### src/rtl/dbus_mem_responder_if.sv
// rtl/dbus_mem_responder_if.sv - CPU data-bus request/response signal bundle.
interface dbus_mem_responder_if #(
  parameter int DBUS_AW   = 8,
  parameter int DBUS_DW   = 32,
  parameter int DBUS_ISEL = DBUS_DW / 8
);
  logic                 req_m2dbiu;
  logic [DBUS_AW-1:0]   adr_m2dbiu;
  logic [DBUS_DW-1:0]   dat_m2dbiu;
  logic                 we_m2dbiu;
  logic [DBUS_ISEL-1:0] sel_m2dbiu;
  logic [DBUS_DW-1:0]   dat_dbiu2m;
  logic                 ack_dbiu2m;

  modport master (
    output req_m2dbiu, adr_m2dbiu, dat_m2dbiu, we_m2dbiu, sel_m2dbiu,
    input  dat_dbiu2m, ack_dbiu2m
  );

  modport slave (
    input  req_m2dbiu, adr_m2dbiu, dat_m2dbiu, we_m2dbiu, sel_m2dbiu,
    output dat_dbiu2m, ack_dbiu2m
  );
endinterface

### src/rtl/dbus_mem_responder.sv
// rtl/dbus_mem_responder.sv - Wait-state register-file slave on the CPU data bus.
module dbus_mem_responder #(
  parameter int          DBUS_AW     = 8,
  parameter int          DBUS_DW     = 32,
  parameter int          DBUS_ISEL   = DBUS_DW / 8,
  parameter int          DEPTH_WORDS = 64,
  parameter int          WAIT_CYCLES = 2,
  parameter logic [31:0] INIT_BASE   = 32'hC0DE_0000
) (
  input  logic                       clk,
  input  logic                       resetn,
  dbus_mem_responder_if.slave        bus,
  output logic                       busy
);
  localparam int OFS = $clog2(DBUS_ISEL);
  localparam int IW  = $clog2(DEPTH_WORDS);

  localparam logic [1:0] ST_IDLE = 2'd0;
  localparam logic [1:0] ST_WAIT = 2'd1;
  localparam logic [1:0] ST_ACK  = 2'd2;
  localparam logic [1:0] ST_DONE = 2'd3;

  logic [1:0]           state;
  logic [3:0]           cnt;
  logic [IW-1:0]        cap_idx;
  logic [DBUS_DW-1:0]   cap_dat;
  logic                 cap_we;
  logic [DBUS_ISEL-1:0] cap_sel;
  logic [DBUS_DW-1:0]   rdat;
  logic                 ack;
  logic [DBUS_DW-1:0]   lane_mask;
  logic                 access;
  logic                 wr_en;
  logic [DBUS_DW-1:0]   mem_q [DEPTH_WORDS];

  // Offset and upper address bits are deliberately dropped so addresses alias.
  logic unused_adr;
  assign unused_adr = ^bus.adr_m2dbiu;

  always_comb begin
    lane_mask = '0;
    for (int b = 0; b < DBUS_ISEL; b++) begin
      lane_mask[8*b +: 8] = {8{cap_sel[b]}};
    end
  end

  assign access = (state == ST_WAIT) && bus.req_m2dbiu && (cnt == 4'd0);
  assign wr_en  = access && cap_we;

  for (genvar w = 0; w < DEPTH_WORDS; w++) begin : g_word
    logic [DBUS_DW-1:0] word;
    always_ff @(posedge clk or negedge resetn) begin
      if (!resetn) begin
        word <= DBUS_DW'(INIT_BASE + 32'(w));
      end else if (wr_en && (cap_idx == IW'(w))) begin
        word <= (word & ~lane_mask) | (cap_dat & lane_mask);
      end
    end
    assign mem_q[w] = word;
  end

  always_ff @(posedge clk or negedge resetn) begin
    if (!resetn) begin
      state   <= ST_IDLE;
      cnt     <= 4'd0;
      cap_idx <= '0;
      cap_dat <= '0;
      cap_we  <= 1'b0;
      cap_sel <= '0;
      rdat    <= '0;
      ack     <= 1'b0;
      busy    <= 1'b0;
    end else begin
      ack  <= 1'b0;
      rdat <= '0;
      case (state)
        ST_IDLE: begin
          if (bus.req_m2dbiu) begin
            cap_idx <= bus.adr_m2dbiu[OFS +: IW];
            cap_dat <= bus.dat_m2dbiu;
            cap_we  <= bus.we_m2dbiu;
            cap_sel <= bus.sel_m2dbiu;
            cnt     <= 4'(WAIT_CYCLES);
            state   <= ST_WAIT;
            busy    <= 1'b1;
          end
        end
        ST_WAIT: begin
          // A dropped request is an abort and takes priority over completion.
          if (!bus.req_m2dbiu) begin
            state <= ST_IDLE;
            busy  <= 1'b0;
          end else if (cnt != 4'd0) begin
            cnt <= cnt - 4'd1;
          end else begin
            state <= ST_ACK;
            ack   <= 1'b1;
            if (!cap_we) begin
              rdat <= mem_q[cap_idx] & lane_mask;
            end
          end
        end
        ST_ACK: begin
          state <= ST_DONE;
        end
        default: begin
          state <= ST_IDLE;
          busy  <= 1'b0;
        end
      endcase
    end
  end

  assign bus.ack_dbiu2m = ack;
  assign bus.dat_dbiu2m = rdat;
endmodule

### src/flat_wrapper.sv
// flat-port wrapper written by rule: the top's interface ports become plain ports
module dbus_mem_responder_flat 
#(
  parameter int          DBUS_AW     = 8,
  parameter int          DBUS_DW     = 32,
  parameter int          DBUS_ISEL   = DBUS_DW / 8,
  parameter int          DEPTH_WORDS = 64,
  parameter int          WAIT_CYCLES = 2,
  parameter logic [31:0] INIT_BASE   = 32'hC0DE_0000
)
  (clk, resetn, busy, bus_req_m2dbiu, bus_adr_m2dbiu, bus_dat_m2dbiu, bus_we_m2dbiu, bus_sel_m2dbiu, bus_dat_dbiu2m, bus_ack_dbiu2m);
  dbus_mem_responder_if #(.DBUS_AW(DBUS_AW), .DBUS_DW(DBUS_DW), .DBUS_ISEL(DBUS_ISEL)) bus_i ();
  input  logic clk;
  input  logic resetn;
  output logic busy;
  input wire logic [$bits(bus_i.req_m2dbiu)-1:0] bus_req_m2dbiu;
  input wire logic [$bits(bus_i.adr_m2dbiu)-1:0] bus_adr_m2dbiu;
  input wire logic [$bits(bus_i.dat_m2dbiu)-1:0] bus_dat_m2dbiu;
  input wire logic [$bits(bus_i.we_m2dbiu)-1:0] bus_we_m2dbiu;
  input wire logic [$bits(bus_i.sel_m2dbiu)-1:0] bus_sel_m2dbiu;
  output wire logic [$bits(bus_i.dat_dbiu2m)-1:0] bus_dat_dbiu2m;
  output wire logic [$bits(bus_i.ack_dbiu2m)-1:0] bus_ack_dbiu2m;
  assign bus_i.req_m2dbiu = bus_req_m2dbiu;
  assign bus_i.adr_m2dbiu = bus_adr_m2dbiu;
  assign bus_i.dat_m2dbiu = bus_dat_m2dbiu;
  assign bus_i.we_m2dbiu = bus_we_m2dbiu;
  assign bus_i.sel_m2dbiu = bus_sel_m2dbiu;
  assign bus_dat_dbiu2m = bus_i.dat_dbiu2m;
  assign bus_ack_dbiu2m = bus_i.ack_dbiu2m;
  dbus_mem_responder #(.DBUS_AW(DBUS_AW), .DBUS_DW(DBUS_DW), .DBUS_ISEL(DBUS_ISEL), .DEPTH_WORDS(DEPTH_WORDS), .WAIT_CYCLES(WAIT_CYCLES), .INIT_BASE(INIT_BASE)) u_core (.clk(clk), .resetn(resetn), .bus(bus_i), .busy(busy));
endmodule
### config.mk
export PLATFORM = sky130hd
export DESIGN_NAME = dbus_mem_responder_flat
export DESIGN_NICKNAME = d
export VERILOG_FILES = /design/src/rtl/dbus_mem_responder_if.sv /design/src/rtl/dbus_mem_responder.sv /design/src/flat_wrapper.sv
export SDC_FILE = /design/constraint.sdc
export NUM_CORES = 2
export LEC_CHECK = 0
export BUFFER_PORTS_ARGS = -buffer_cell sky130_fd_sc_hd__buf_2
export CORE_ASPECT_RATIO = 0.5
export CORE_MARGIN = 2
export CORE_UTILIZATION = 45
export CTS_BUF_LIST = sky130_fd_sc_hd__clkbuf_16
export CTS_CLUSTER_DIAMETER = 50
export CTS_CLUSTER_SIZE = 40
export DETAILED_ROUTE_END_ITERATION = 10
export GPL_ROUTABILITY_DRIVEN = 0
export HOLD_SLACK_MARGIN = 0.03
export PLACE_DENSITY_LB_ADDON = 0.12
export SETUP_SLACK_MARGIN = 0.5
export SYNTH_ARGS = -nofsm -noshare
export SYNTH_HDL_FRONTEND = slang
export SYNTH_SLANG_ARGS = --single-unit
### constraint.sdc
create_clock -name clk -period 2.9 [get_ports clk]
set_clock_uncertainty 0.2 [all_clocks]
set_input_delay 0.29 -clock clk [delete_from_list [all_inputs] [get_ports clk]]
set_output_delay 0.29 -clock clk [all_outputs]
set_load 0.03 [all_outputs]
# == After elaboration in Yosys (flattened, before gate mapping) ==
# Cells that the tools add are included.
# word_totals
register_bits,2131
input_bits,48
output_inout_bits,34
word_cells,375
# classes
n_addsub,1
magnitude_cmp,1
eq_ne,70
mux,21
bitwise_logic,133
n_reduce_logical,76
# ops
operator,count
32-bit AND,66
32-bit OR,64
32-bit binary-select mux with 6-bit select,1
6-bit equality test (second input constant),32
32-bit two-way mux,6
6-bit by 5-bit equality test with 1-bit output (second input constant),16
1-bit logical AND,67
6-bit by 4-bit equality test with 1-bit output (second input constant),8
32-bit NOT,1
6-bit by 3-bit equality test with 1-bit output (second input constant),4
6-bit by 2-bit equality test with 1-bit output (second input constant),2
4-bit two-way mux,3
2-bit != test (second input constant),4
4-bit case mux with 2 select lines,1
7-bit greater-or-equal comparator (second input constant),1
6-bit NOT with 7-bit output,1
6-bit by 1-bit equality test with 1-bit output (second input constant),1
6-bit zero test,1
2-bit two-way mux,3
2-bit case mux with 3 select lines,1
1-bit two-way mux,5
4-bit zero test,1
2-bit AND reduction,2
4-bit AND reduction,1
other kinds (10),10

# == Logic depth before layout (Yosys ltp) ==
# logic_depth
depth_word,9
ltp_mapped,10
mapped_depth_nobuf,7

# == Least setup slack after synthesis ==
# OpenSTA, ideal clock, no wires.
# synth_path
path_kind,flip-flop to flip-flop
startpoint,reg u_core.cnt[0]
endpoint,reg (tool-made name)
setup_ns,0.125
arrival_time_ns,2.248
required_time_ns,2.575
path_slack_ns,0.327
stages_incl_launch_ff,11
n_path_buf,3
period_less_slack_ns,2.573
cell_sequence,dfrtp_1 inv_1 ha_1 and4bb_1 nand3_2 or3_1 clkbuf_1 buf_6 buf_6 nor2_8 mux2_2
# synth_rtl
element,line,rtl
from (decl),dbus_mem_responder.sv:24,logic [3:0] cnt;
from (signal assigned),dbus_mem_responder.sv:83,cnt <= 4'(WAIT_CYCLES);
from (signal assigned),dbus_mem_responder.sv:94,cnt <= cnt - 4'd1;

# == Worst setup path after layout ==
# layout_path
startpoint,reg u_core.cap_idx[0]
endpoint,reg u_core.rdat[28] (netlist: u_core.bus.dat_dbiu2m[28])
# layout_via
elab_chain_cells,9
# layout_rtl
element,line,rtl
from (decl),dbus_mem_responder.sv:25,logic [IW-1:0] cap_idx;
from (signal assigned),dbus_mem_responder.sv:79,cap_idx <= bus.adr_m2dbiu[OFS +: IW];
6-bit NOT with 7-bit output (implied by the code),dbus_mem_responder.sv:99,rdat <= mem_q[cap_idx] & lane_mask;
32-bit binary-select mux with 6-bit select,dbus_mem_responder.sv:99,
32-bit two-way mux (implied by the code) (2 in series),dbus_mem_responder.sv:99,
32-bit AND,dbus_mem_responder.sv:99,
32-bit two-way mux,dbus_mem_responder.sv:98,if (!cap_we) begin
32-bit two-way mux,dbus_mem_responder.sv:93,end else if (cnt != 4'd0) begin
32-bit two-way mux,dbus_mem_responder.sv:90,if (!bus.req_m2dbiu) begin
32-bit two-way mux,dbus_mem_responder.sv:76,case (state)
to (signal assigned),dbus_mem_responder.sv:99,
to (decl),dbus_mem_responder.sv:29,logic [DBUS_DW-1:0] rdat;
# Every way passes these cells. The select of a mux whose other input is x is not followed.
# A chain may end at the register's enable or synchronous reset.

==> results.toml <==
[outcome]
outcome = "finished, final reports clean"

[setup_path]
worstPathRequired_ns = 3.41
cp-end-kind = "register"
cp_max_fo = 5
path_delay_family = "buffers and inverters"
cp.arrival_ns = 3.37
worstSetupStartpointType = "register"
critPathSlowestCell = "dfrtp_4"
cpPeakStageDelay_ns = 0.51
crit_chain = "buf_12, buf_16, buf_12, buf_4, mux4_2, a22o_1, nor4_2, buf_4, o211ai_1, and4_1"
crit-reg2reg-launch = "u_core.cap_idx[0]$_DFFE_PN0P_"
critPathBufInv = 5
setup.worst_path.class = "register to register"
timing.critical_path.from = "u_core.cap_idx[0]$_DFFE_PN0P_"

[timing]
fin_crit_sh = 0.985
final_hold_viol_count = 0
drv_slew = 0
setup_viol = 0
rsz0062_at_grt = "yes"
tns_ns = 0
final.min_clock_period_ns = 2.86
slew-limit-headroom = 0.224
maxClockFrequency_mhz = 350
setup_ws_ns = 0.0422
worst_slew_pin_slew_ns = 1.16

[drt]
wire_per_inst_um = 28.7
drt_pass1_iterations = 5
final_antenna_net_count = 0
drtIter0Drc = 3966
drt-total-wl_mm = 284
drc = 0
detailroute.via_count = 58500
vias_per_cell = 5.90

[clocking]
cts_tree = "built"
clk_pin_slew_ns = 0.09
ctsHtreeMaxLevel = 4
insertion_delay_ns = 0.84
clockRootBuffer = "clkbuf_16"
numCtsBuffers = 147
cts.sinks = 2131
cts_buffer_depth = 4

[layout]
postLayoutCoreUtil = 0.540
fin_nets = 6962
fillers = 17300
instances_no_fill = 9912
stdcell_area_um2 = 118000
multi_input_area_um2 = 44600
syn2layout_area_growth_pct = 19.1
drive_gt1_frac = 0.655
seq_area_um2 = 54300

[global_route]
grt_max_degree = 116
track_usage = 0.251
grt_overflow = 0
antenna_found_initial = 4
grt_pass1_vias = 63000
grt_pass1_wl_mm = 422

[power]
powerDensity_nw_per_um2 = 728
ir_drop_mv = 0.663
power.leakage_nw = 53.2

[logic_synthesis]
ys.flop_type = "dfrtp_1"
synth_simple_gate_area_share = 0.0388
syn_area_per_cell_um2 = 15.4
synth.area.mux_share = 0.361
synth_xor_xnor_area_share = 0.000177
syn_nets = 6484
syn_inst = 6434
ys_ff_latch = 2131
synth_top_family_by_area = "multiplexers"
ys_seq_area_frac = 0.549
synth_cell_types = 58
synthAdderAreaFrac = 0.000355
netlist_area_um2 = 98800
async_reset_ff_frac = 1.00
yosysWarnings = 0
synth_compound_area_frac = 0.0288
synth_edf_count = 0

[die]
chipWidth_um = 667
die_area_um2 = 224000
rows = 121
coreArea_um2 = 218000
die_h_um = 335
start_util = 0.453
io-pin-count = 82

[place]
pre_cts_ws_ns = -0.334
portBuffers = 79
placed_cells = 9381
hpwl_mm = 178
dpl_cell_area_um2 = 106000

[hold_path]
min_path_type = "primary input to register"
hp-start = "bus_dat_m2dbiu[8]"

[flow_run]
maxCapViolCount = 0
path summary, 6_finish.rpt:
path | end | slack (ns) | cells past startpoint
min in group asynchronous | asynchronous set/reset pin | 0.22 | 3
min reg2reg | register | 0.29 | 1
max reg2reg | u_core.bus.dat_dbiu2m[28]$_DFF_PN0_ | 0.04 | 10
max | u_core.bus.dat_dbiu2m[28]$_DFF_PN0_ | 0.04 | 10
max in group asynchronous | asynchronous set/reset pin | 1.48 | 3
min | u_core.cap_dat[8]$_DFFE_PN0P_ | 0.12 | 3
repair_timing:
item                       in CTS  in global routing
setup endpoints to repair    2063               2080
hold buffers                   82                  0
gates cloned                   28                 10
hold endpoints to repair     1509                  0
pin swaps                      55                 67
buffers inserted               75                 77
gates resized for setup       282                266
logic make-up (layout without fill, tap and decap cells):
family	Yosys count	in the layout
AOI/OAI and AO/OA	414	414
xor gates and xnor gates	2	2
adders and majority gates	3	3
buffers and inverters	494	1079
DFF	2131	2131
muxes	2888	2888
other	0	2
and+or+nand+nor	502	503
cell usage in the layout (no fill, tap or decap), types with 22 or more instances in the layout:
| cell type | count |
|---|---|
| nor4_2 | 24 |
| nand2_1 | 79 |
| o221ai_1 | 31 |
| buf_16 | 48 |
| nand3_1 | 51 |
| dlygate4sd3_1 | 81 |
| buf_4 | 343 |
| mux2i_2 | 22 |
| buf_2 | 78 |
| dfrtp_2 | 34 |
| mux2_1 | 43 |
| buf_6 | 36 |
| o21ai_0 | 80 |
| mux2_2 | 1922 |
| nor2_4 | 136 |
| clkbuf_16 | 159 |
| mux4_2 | 320 |
| o22ai_1 | 124 |
| nor2_2 | 55 |
| buf_12 | 207 |
| a22oi_1 | 62 |
| mux2i_1 | 336 |
| o22ai_2 | 23 |
| a22o_1 | 29 |
| nor2_8 | 41 |
| dfstp_2 | 704 |
| mux2_4 | 240 |
| dfrtp_1 | 1389 |
cell usage after synthesis, types with 10 or more instances:
cell type	count	area [um^2]
mux2_2	2150	24200
dfrtp_1	1427	35700
dfstp_2	704	18500
mux2i_1	363	3630
clkbuf_1	329	1230
mux4_2	320	7210
o22ai_1	148	926
nor2_2	101	632
nand2_1	93	349
buf_2	90	450
o21ai_0	89	445
nor2_4	84	946
a22oi_1	62	465
mux2_1	55	619
nand3_1	54	270
nor2_8	41	821
buf_4	39	293
a22o_1	32	280
nor4_1	32	200
o221ai_1	32	280
nor2_1	24	90.1
buf_1	23	86.3
o211a_1	22	220
nor3_1	19	95.1
o211ai_1	10	75.1
through the flow:
| step | hold slack, ns | power, mW |
|---|---|---|
| detailed placement | 0.103 | 59.5 |
| CTS | 0.0619 | 84.8 |
| global placement | 0.0994 | 59.0 |
| global route | 0.0926 | 89.0 |
| floorplan | -0.206 | 47.1 |
| finish | 0.121 | 85.7 |
cell type report:
| type | count | area share |
|---|---|---|
| diodes | 2 | 0.0000426 |
| multi-input cells | 3810 | 0.379 |
| inverters | 5 | 0.000160 |
| clock buffers | 149 | 0.0317 |
| clock inverters | 108 | 0.0105 |
| repair buffers | 817 | 0.0865 |
| flip-flops and latches | 2131 | 0.461 |
| well taps | 2890 | 0.0307 |
per-layer routing:
layer  track usage  routed length, um
met1         0.363             131000
met2         0.405             133000
met3        0.0355              13800
met4        0.0484               5860
met5             0                  0
report_power, final:
part           switching [mW]  internal, mW
combinational            17.7          11.7
sequential               2.64          31.1
clock                    11.7          10.9
total                    32.0          53.7
worst register-to-register path, delay by kind of cell (launching register included):
kind                   cells  cell delay, ns
AOI/OAI and AO/OA          2            0.43
buffers and inverters      5            0.77
DFF                        1            0.51
muxes                      1            0.46
and+or+nand+nor            2            0.39
Power figures use the tool's default switching activity.
